## config.mk

```make
export PLATFORM = sky130hd
export DESIGN_NAME = mem_port_arbiter
export DESIGN_NICKNAME = d
export VERILOG_FILES = /design/src/rtl/mem_port_arbiter.sv
export SDC_FILE = /design/constraint.sdc
export NUM_CORES = 1
export LEC_CHECK = 0
export ABC_CLOCK_PERIOD_IN_PS = 18970
export CAP_MARGIN = 15
export CORE_AREA = 2 2 276 278
export DETAILED_ROUTE_END_ITERATION = 6
export DIE_AREA = 0 0 278 280
export GPL_TIMING_DRIVEN = 0
export PLACE_DENSITY_LB_ADDON = 0.1
export SYNTH_ARGS = -nofsm -noshare
export SYNTH_HDL_FRONTEND = slang
export SYNTH_SLANG_ARGS = --single-unit
```

## constraint.sdc

```tcl
create_clock -name clk -period 18.97 [get_ports clk]
set_input_delay 5.691 -clock clk [delete_from_list [all_inputs] [get_ports clk]]
set_output_delay 5.691 -clock clk [all_outputs]
set_load 0.05 [all_outputs]
```

## src/rtl/mem_port_arbiter.sv

```systemverilog
// ---------------------------------------------------------------------------
// mem_port_arbiter
//
// Shares the single physical memory port of the pipelined LC-3b core between
// the instruction-fetch requester (I-side, reads only) and the data-access
// requester (D-side, LDR/STR reads and writes).
//
// Registered round-robin arbiter around a 4-state FSM. Only one transaction
// is outstanding at a time. Each completed transaction returns a single-cycle
// response pulse on the side that was served. Every output comes straight
// from a register, so there is no combinational input-to-output path.
//
// Ports
//   clk           system clock, rising edge
//   rst           asynchronous, active-high reset
//   i_read        I-side read request, held until i_resp
//   i_address     I-side address
//   i_rdata       I-side read data, valid when i_resp=1
//   i_resp        I-side completion pulse
//   d_read        D-side read request, held until d_resp
//   d_write       D-side write request, held until d_resp
//   d_address     D-side address
//   d_wdata       D-side write data
//   d_rdata       D-side read data, valid when d_resp=1 after a read
//   d_resp        D-side completion pulse
//   pmem_read     physical memory read strobe
//   pmem_write    physical memory write strobe
//   pmem_address  physical memory address
//   pmem_wdata    physical memory write data
//   pmem_rdata    physical memory read data
//   pmem_resp     physical memory done, single-cycle
// ---------------------------------------------------------------------------
module mem_port_arbiter #(
  parameter int ADDR_W = 16,
  parameter int LINE_W = 128
) (
  input  logic              clk,
  input  logic              rst,

  input  logic              i_read,
  input  logic [ADDR_W-1:0] i_address,
  output logic [LINE_W-1:0] i_rdata,
  output logic              i_resp,

  input  logic              d_read,
  input  logic              d_write,
  input  logic [ADDR_W-1:0] d_address,
  input  logic [LINE_W-1:0] d_wdata,
  output logic [LINE_W-1:0] d_rdata,
  output logic              d_resp,

  output logic              pmem_read,
  output logic              pmem_write,
  output logic [ADDR_W-1:0] pmem_address,
  output logic [LINE_W-1:0] pmem_wdata,
  input  logic [LINE_W-1:0] pmem_rdata,
  input  logic              pmem_resp
);

  typedef enum logic [1:0] {
    IDLE    = 2'd0,
    SERVE_I = 2'd1,
    SERVE_D = 2'd2,
    DONE    = 2'd3
  } state_t;

  state_t            r_state;
  logic              r_last_grant_d;   // 1: D-side won the most recent grant
  logic [ADDR_W-1:0] r_addr;
  logic [LINE_W-1:0] r_wdata;
  logic              r_pmem_read;
  logic              r_pmem_write;
  logic [LINE_W-1:0] r_i_rdata;
  logic [LINE_W-1:0] r_d_rdata;
  logic              r_i_resp;
  logic              r_d_resp;

  logic              w_i_req;
  logic              w_d_req;
  logic              w_grant_i;
  logic              w_grant_d;

  assign w_i_req = i_read;
  assign w_d_req = d_read | d_write;

  // Round-robin grant decision. It only feeds register inputs in IDLE, so it
  // never reaches an output combinationally.
  // NOTE: every signal assigned in always_comb gets a default first; a path
  // that leaves one unassigned would infer a latch.
  always_comb begin
    w_grant_i = 1'b0;
    w_grant_d = 1'b0;
    if (w_i_req && w_d_req) begin
      // Tie: the side that did not win last time. last_grant resets to D,
      // so the first tie after reset goes to I.
      w_grant_i = r_last_grant_d;
      w_grant_d = ~r_last_grant_d;
    end else begin
      w_grant_i = w_i_req;
      w_grant_d = w_d_req;
    end
  end

  // Single FSM block; all outputs are registered here.
  // NOTE: sequential state uses non-blocking assignments only, so every
  // register sees the pre-edge values of the others regardless of order.
  // NOTE: the wide data registers are reset too, because the outputs they
  // drive must read zero immediately after reset.
  always_ff @(posedge clk or posedge rst) begin
    if (rst) begin
      r_state        <= IDLE;
      r_last_grant_d <= 1'b1;
      r_addr         <= '0;
      r_wdata        <= '0;
      r_pmem_read    <= 1'b0;
      r_pmem_write   <= 1'b0;
      r_i_rdata      <= '0;
      r_d_rdata      <= '0;
      r_i_resp       <= 1'b0;
      r_d_resp       <= 1'b0;
    end else begin
      case (r_state)
        IDLE: begin
          if (w_grant_i) begin
            r_state        <= SERVE_I;
            r_last_grant_d <= 1'b0;
            r_addr         <= i_address;
            r_wdata        <= '0;
            r_pmem_read    <= 1'b1;
            r_pmem_write   <= 1'b0;
          end else if (w_grant_d) begin
            r_state        <= SERVE_D;
            r_last_grant_d <= 1'b1;
            r_addr         <= d_address;
            r_wdata        <= d_wdata;
            // Read and write together is resolved as a write.
            r_pmem_read    <= ~d_write;
            r_pmem_write   <= d_write;
          end
        end

        // Request inputs are not looked at while serving: the captured
        // address, data and op carry the transaction to completion.
        SERVE_I: begin
          if (pmem_resp) begin
            r_pmem_read  <= 1'b0;
            r_pmem_write <= 1'b0;
            r_i_rdata    <= pmem_rdata;
            r_i_resp     <= 1'b1;
            r_state      <= DONE;
          end
        end

        SERVE_D: begin
          if (pmem_resp) begin
            r_pmem_read  <= 1'b0;
            r_pmem_write <= 1'b0;
            // Writes leave the last read data untouched.
            if (r_pmem_read) begin
              r_d_rdata <= pmem_rdata;
            end
            r_d_resp     <= 1'b1;
            r_state      <= DONE;
          end
        end

        // One-cycle response slot; new requests wait for IDLE.
        DONE: begin
          r_i_resp <= 1'b0;
          r_d_resp <= 1'b0;
          r_state  <= IDLE;
        end

        default: begin
          r_state <= IDLE;
        end
      endcase
    end
  end

  assign pmem_read    = r_pmem_read;
  assign pmem_write   = r_pmem_write;
  assign pmem_address = r_addr;
  assign pmem_wdata   = r_wdata;
  assign i_rdata      = r_i_rdata;
  assign i_resp       = r_i_resp;
  assign d_rdata      = r_d_rdata;
  assign d_resp       = r_d_resp;

endmodule

```

# Yosys cells after proc, flatten, opt, wreduce, memory -nomap -nowiden
# Cells that the tools add are included.
# W data, S select, Z words.
word_totals:
  reg_bits: 407
  latchBits: 0
  ram_bits: 0
  romBits: 0
  inputBits: 294
  output_inout_bits: 404
  word_cells: 56
  n_memories: 0
op_classes:
  add_sub_neg: 0
  n_mul: 0
  div: 0
  magnitude_cmp: 0
  n_eq_ne: 7
  n_shift: 0
  mux: 22
  bitwise_logic: 3
  reduce_logical: 14
op_table:
  columns: ["cell", "n"]
  rows:
  - ["$mux W128", 2]
  - ["$mux W16", 2]
  - ["$mux W1", 10]
  - ["$reduce_and A2 Y1", 5]
  - ["$pmux W1 S2", 4]
  - ["$reduce_bool A2 Y1", 4]
  - ["$mux W2", 3]
  - ["$pmux W2 S3", 1]
  - ["$reduce_and A3 Y1", 2]
  - ["$eq A2 B2 Y1 const B", 2]
  - ["$ne A2 B2 Y1 const B", 2]
  - ["$ne A3 B3 Y1 const B", 1]
  - ["$eq A2 B1 Y1 const B", 1]
  - ["$logic_not A2 Y1", 1]
  - ["$ne A2 B1 Y1 const B", 1]
  - ["$not A1 Y1", 2]
  - ["$reduce_or A2 Y1", 1]
  - ["$logic_and A1 B1 Y1", 1]
  - ["$or A1 B1 Y1", 1]

# Longest topological paths before layout
depth:
  ltp_word: 6
  mapped_depth: 8
  ltp_nobuf: 5

# Worst setup path before layout
# Ideal clock, no wire load.
synth_timing:
  path_type: "input to register"
  start: "input port d_write"
  end: "register r_pmem_read, in the netlist pmem_read"
  setup_ps: 124
  arrival_time_ps: 6585
  t_required_ps: 18846
  slack_ps: 12261
  cell_stages: 5
  path_buffers: 2
  path_cell_list: "buf_2 o31ai_4 buf_4 nor3_1 a211o_1"
synth_between:
  elab_chain_len: 5
  elab_cells_between_ends: 10
  cone_classes: "eq/ne: 1; mux: 5; bitwise: 2; reduce/logical: 2"
synth_lines:
  columns: ["element", "line_no", "text"]
  rows:
  - ["start: declaration", "46", "input logic d_write,"]
  - ["$or A1 B1 Y1", "84", "assign w_d_req = d_read | d_write;"]
  - ["$logic_and A1 B1 Y1", "93", "if (w_i_req && w_d_req) begin"]
  - ["$mux W1", "93", null]
  - ["$ne A3 B3 Y1 (no line) or $mux W1 (tied branches)", null, null]
  - ["$reduce_and A3 Y1 (no line) or $pmux W1 S2 (tied branches)", null, null]
  - ["end signal: assignment", "137", "r_pmem_read <= ~d_write;"]
  - ["end: declaration", "71", "logic r_pmem_read;"]
# Several ways; a longest one is shown, not always the timed one. The select of a mux whose other input is x is not followed.
# A chain may end at the register's enable or synchronous reset.

# Worst setup path after layout
layout_timing:
  start: "register r_pmem_read, in the netlist pmem_read"
  end: "output port pmem_read"
layout_lines:
  columns: ["element", "line_no", "text"]
  rows:
  - ["end: declaration", "52", "output logic pmem_read,"]
# No word-level cell between the ends.

==> impl_metrics.env <==
export IMPL_status="complete, no violations"
export IMPL_final_antenna_net_count=0
export IMPL_cpLargestDelayFamily="buffers and inverters"
export IMPL_grt_ovfl_total=0
export IMPL_post_place_ws_ns=11.06
export IMPL_holdCritStartpoint="d_rdata[95]"
export IMPL_yosys_warnings=0
export IMPL_firstDrtPassIters=4
export IMPL_drv_cap=0
export IMPL_wirelength_mm=58.7
export IMPL_synth_area_mm2=0.0153
export IMPL_final_area_mm2=0.0253
export IMPL_hold_buffers=0
export IMPL_fin_cells=2731
export IMPL_finClkSkew_ns=0.0132
export IMPL_cts_setup_buffers=0
export IMPL_slew_viol_final=0
export IMPL_cts_tree="built"
export IMPL_initial_core_util=0.203
export IMPL_routabilityCongestion=0.788
export IMPL_place_area_mm2=0.0236
export IMPL_routedWlPerCell_um=21.5
export IMPL_fin_crit_sh=0.400
export IMPL_grt_usage=0.147
export IMPL_setup_worst_path_start="pmem_read"
export IMPL_clock_sinks=407
export IMPL_required_ns=13.28
export IMPL_ys_types=31
export IMPL_p_leak_nw=10.7
export IMPL_yosysTopAreaCellShare=0.665
export IMPL_yosysSeqAreaShare=0.666
export IMPL_max_freq_mhz=132
export IMPL_grt_pass1_vias=12300
export IMPL_synth_compound_area_frac=0.0998
export IMPL_pwr_share_seq=0.264
export IMPL_hold_path_class="flop to flop"
export IMPL_setup_violations=0
export IMPL_fin_setup_tns_ns=0
export IMPL_vdd_drop_max_uv=99.7
export IMPL_synth_top_cell_by_area="dfrtp_1"
export IMPL_period_minus_slack_ns=7.58
export IMPL_dpl_hpwl_mm=44.9
export IMPL_hold_viol_final=0
export IMPL_h_tree_depth=2
export IMPL_final_layout_size_suffix_gt1_frac=0.230
export IMPL_via_per_inst=4.13
export IMPL_clk_latency_ns=0.58
export IMPL_worstMarginPinSlew_ns=0.714
export IMPL_crit_chain="clkdlybuf4s50_1"
export IMPL_dp_cells=2639
export IMPL_synthMuxAreaShare=0.191
export IMPL_crit_type="flop to output port"
export IMPL_timing_hold_ws_ns=0.499
export IMPL_clock_root_buffer="clkbuf_16"
export IMPL_slew_headroom=0.524
export IMPL_postSynthCellCount=961
export IMPL_intPower_mw=3.00
export IMPL_yosys_top_cells_count="406 x dfrtp_1, 257 x mux2_2, 129 x a22o_1, 30 x buf_2"
export IMPL_yosys_area_share_simple=0.00704
export IMPL_die_w_um=278
export IMPL_worst_setup_path_start_kind="flop"
export IMPL_rr_startpoint="r_state[1]"
export IMPL_end_kind="output port"
export IMPL_grt_antenna_before_repair=11
export IMPL_ios=698
export IMPL_syn_to_final_growth_pct=65.3
export IMPL_slowest_delay_ns=0.88
export IMPL_synth_top_family_by_area="multiplexers"
export IMPL_portBuffers=696
export IMPL_grt_max_degree=115
export IMPL_post_synth_top_count_cell="dfrtp_1"
export IMPL_netSwitchingPower_mw=2.64
export IMPL_core_area_mm2=0.0752
export IMPL_die_h_um=280
export IMPL_clkPwrFrac=0.174
export IMPL_post_cts_resize_count=0
export IMPL_die_area_mm2=0.0778
export IMPL_path_buf_inv=1
export IMPL_switching_share=0.468
export IMPL_critical_path_max_fanout=4
export IMPL_grt_pass1_wl_mm=85.3
export IMPL_setup_slack_ns=11.39
export IMPL_async_reset_ff_frac=1.00
export IMPL_power_density_mw_per_mm2=223
export IMPL_synth_edf_count=0
export IMPL_rsz0062_at_grt="no"
export IMPL_ys_flop_type="dfrtp_1"
export IMPL_rows=101
export IMPL_cts_buffer_depth=3
export IMPL_synth_xor_area_share=0
export IMPL_path_clk_slew_ns=0.06
export IMPL_synthAdderAreaFrac=0.00409
export IMPL_arrival_ns=1.89
export IMPL_cts_buffers=51
export IMPL_syn_nets=1260
export IMPL_yosys_top_cells_area="dfrtp_1 66%, mux2_2 19%, a22o_1 7.4%"
export IMPL_fin_nets=2013
export IMPL_drtIter0Drc=334
export IMPL_vias=11300
export IMPL_ys_seq_elements=407
export IMPL_cpMaxStageDelayCell="clkdlybuf4s50_1"
export IMPL_drcViolationCount=0
export IMPL_syn_area_per_cell_um2=15.9
export IMPL_p_comb_frac=0.562
==> worst paths after layout <==
check	endpoint	slack, ns	cells after the start
max in group asynchronous	i_rdata[111]	12.23	4
min	d_rdata[95]	0.50	1
max	pmem_read	11.39	1
min reg2reg	d_rdata[95]	0.50	1
min in group asynchronous	pmem_wdata[14]	5.48	2
max reg2reg	i_rdata[115]	16.81	6
==> metrics by stage <==
step | utilization | power [mW]
floorplan | - | 3.51
global placement | 0.312 | 4.70
detailed placement | 0.314 | 4.71
CTS | 0.336 | 5.72
global route | 0.336 | 5.90
finish | 0.336 | 5.64
==> power by group through the flow <==
stage / Sequential (mW) / Combinational, mW / Clock, mW
finish: 1.49 / 3.17 / 0.980
global route: 1.55 / 3.29 / 1.05
CTS: 1.49 / 3.21 / 1.02
floorplan: 2.90 / 0.605 / 0
detailed placement: 1.50 / 3.21 / 0
global placement: 1.50 / 3.20 / 0
==> routing by layer <==
metal	vias to the layer above	global-route usage	part of all wire	routed length, um
li1	5032	-	-	-
met1	5712	0.158	0.37	21600
met2	446	0.266	0.51	30200
met3	80	0.0645	0.098	5770
met4	10	0.0334	0.018	1060
met5	-	0	0.0012	72
==> sequential cells by signal, summed over array words and instances, names as in the netlist, 2 cells and up <==
register and count:
d_rdata 128, i_rdata 128, pmem_address 16, pmem_wdata 128
r_state 2
==> cell usage in the layout (no fill, tap or decap), drive strengths merged, types with 4 or more instances in the layout <==
master	netlist	routed
clkdlybuf4s50	0	696
dfrtp	406	406
mux2	257	257
a22o	129	129
clkbuf	3	83
buf	63	67
a31oi	18	18
a21oi	18	18
nor2	17	17
o21ai	16	16
inv	5	6
ha	5	5
nand2	4	4
clkinv	0	4
==> kinds of logic after synthesis <==
| group | Yosys count |
|---|---|
| fa+ha+maj | 5 |
| flops | 407 |
| buf+inv | 71 |
| compound gates | 193 |
| mux | 259 |
| simple gates | 26 |
==> area by class of cell <==
cell class              instances  area [um^2]
plain buffers                  66          473
clock buffers                  80         1550
well taps                     978         1220
diodes                          3         7.51
flip-flops and latches        407        10200
inverters                       5         26.3
multi-input cells             483         4610
clock inverters                 9          126
fillers                      7336        49900
repair buffers                700         7080
Power figures use the tool's default switching activity.
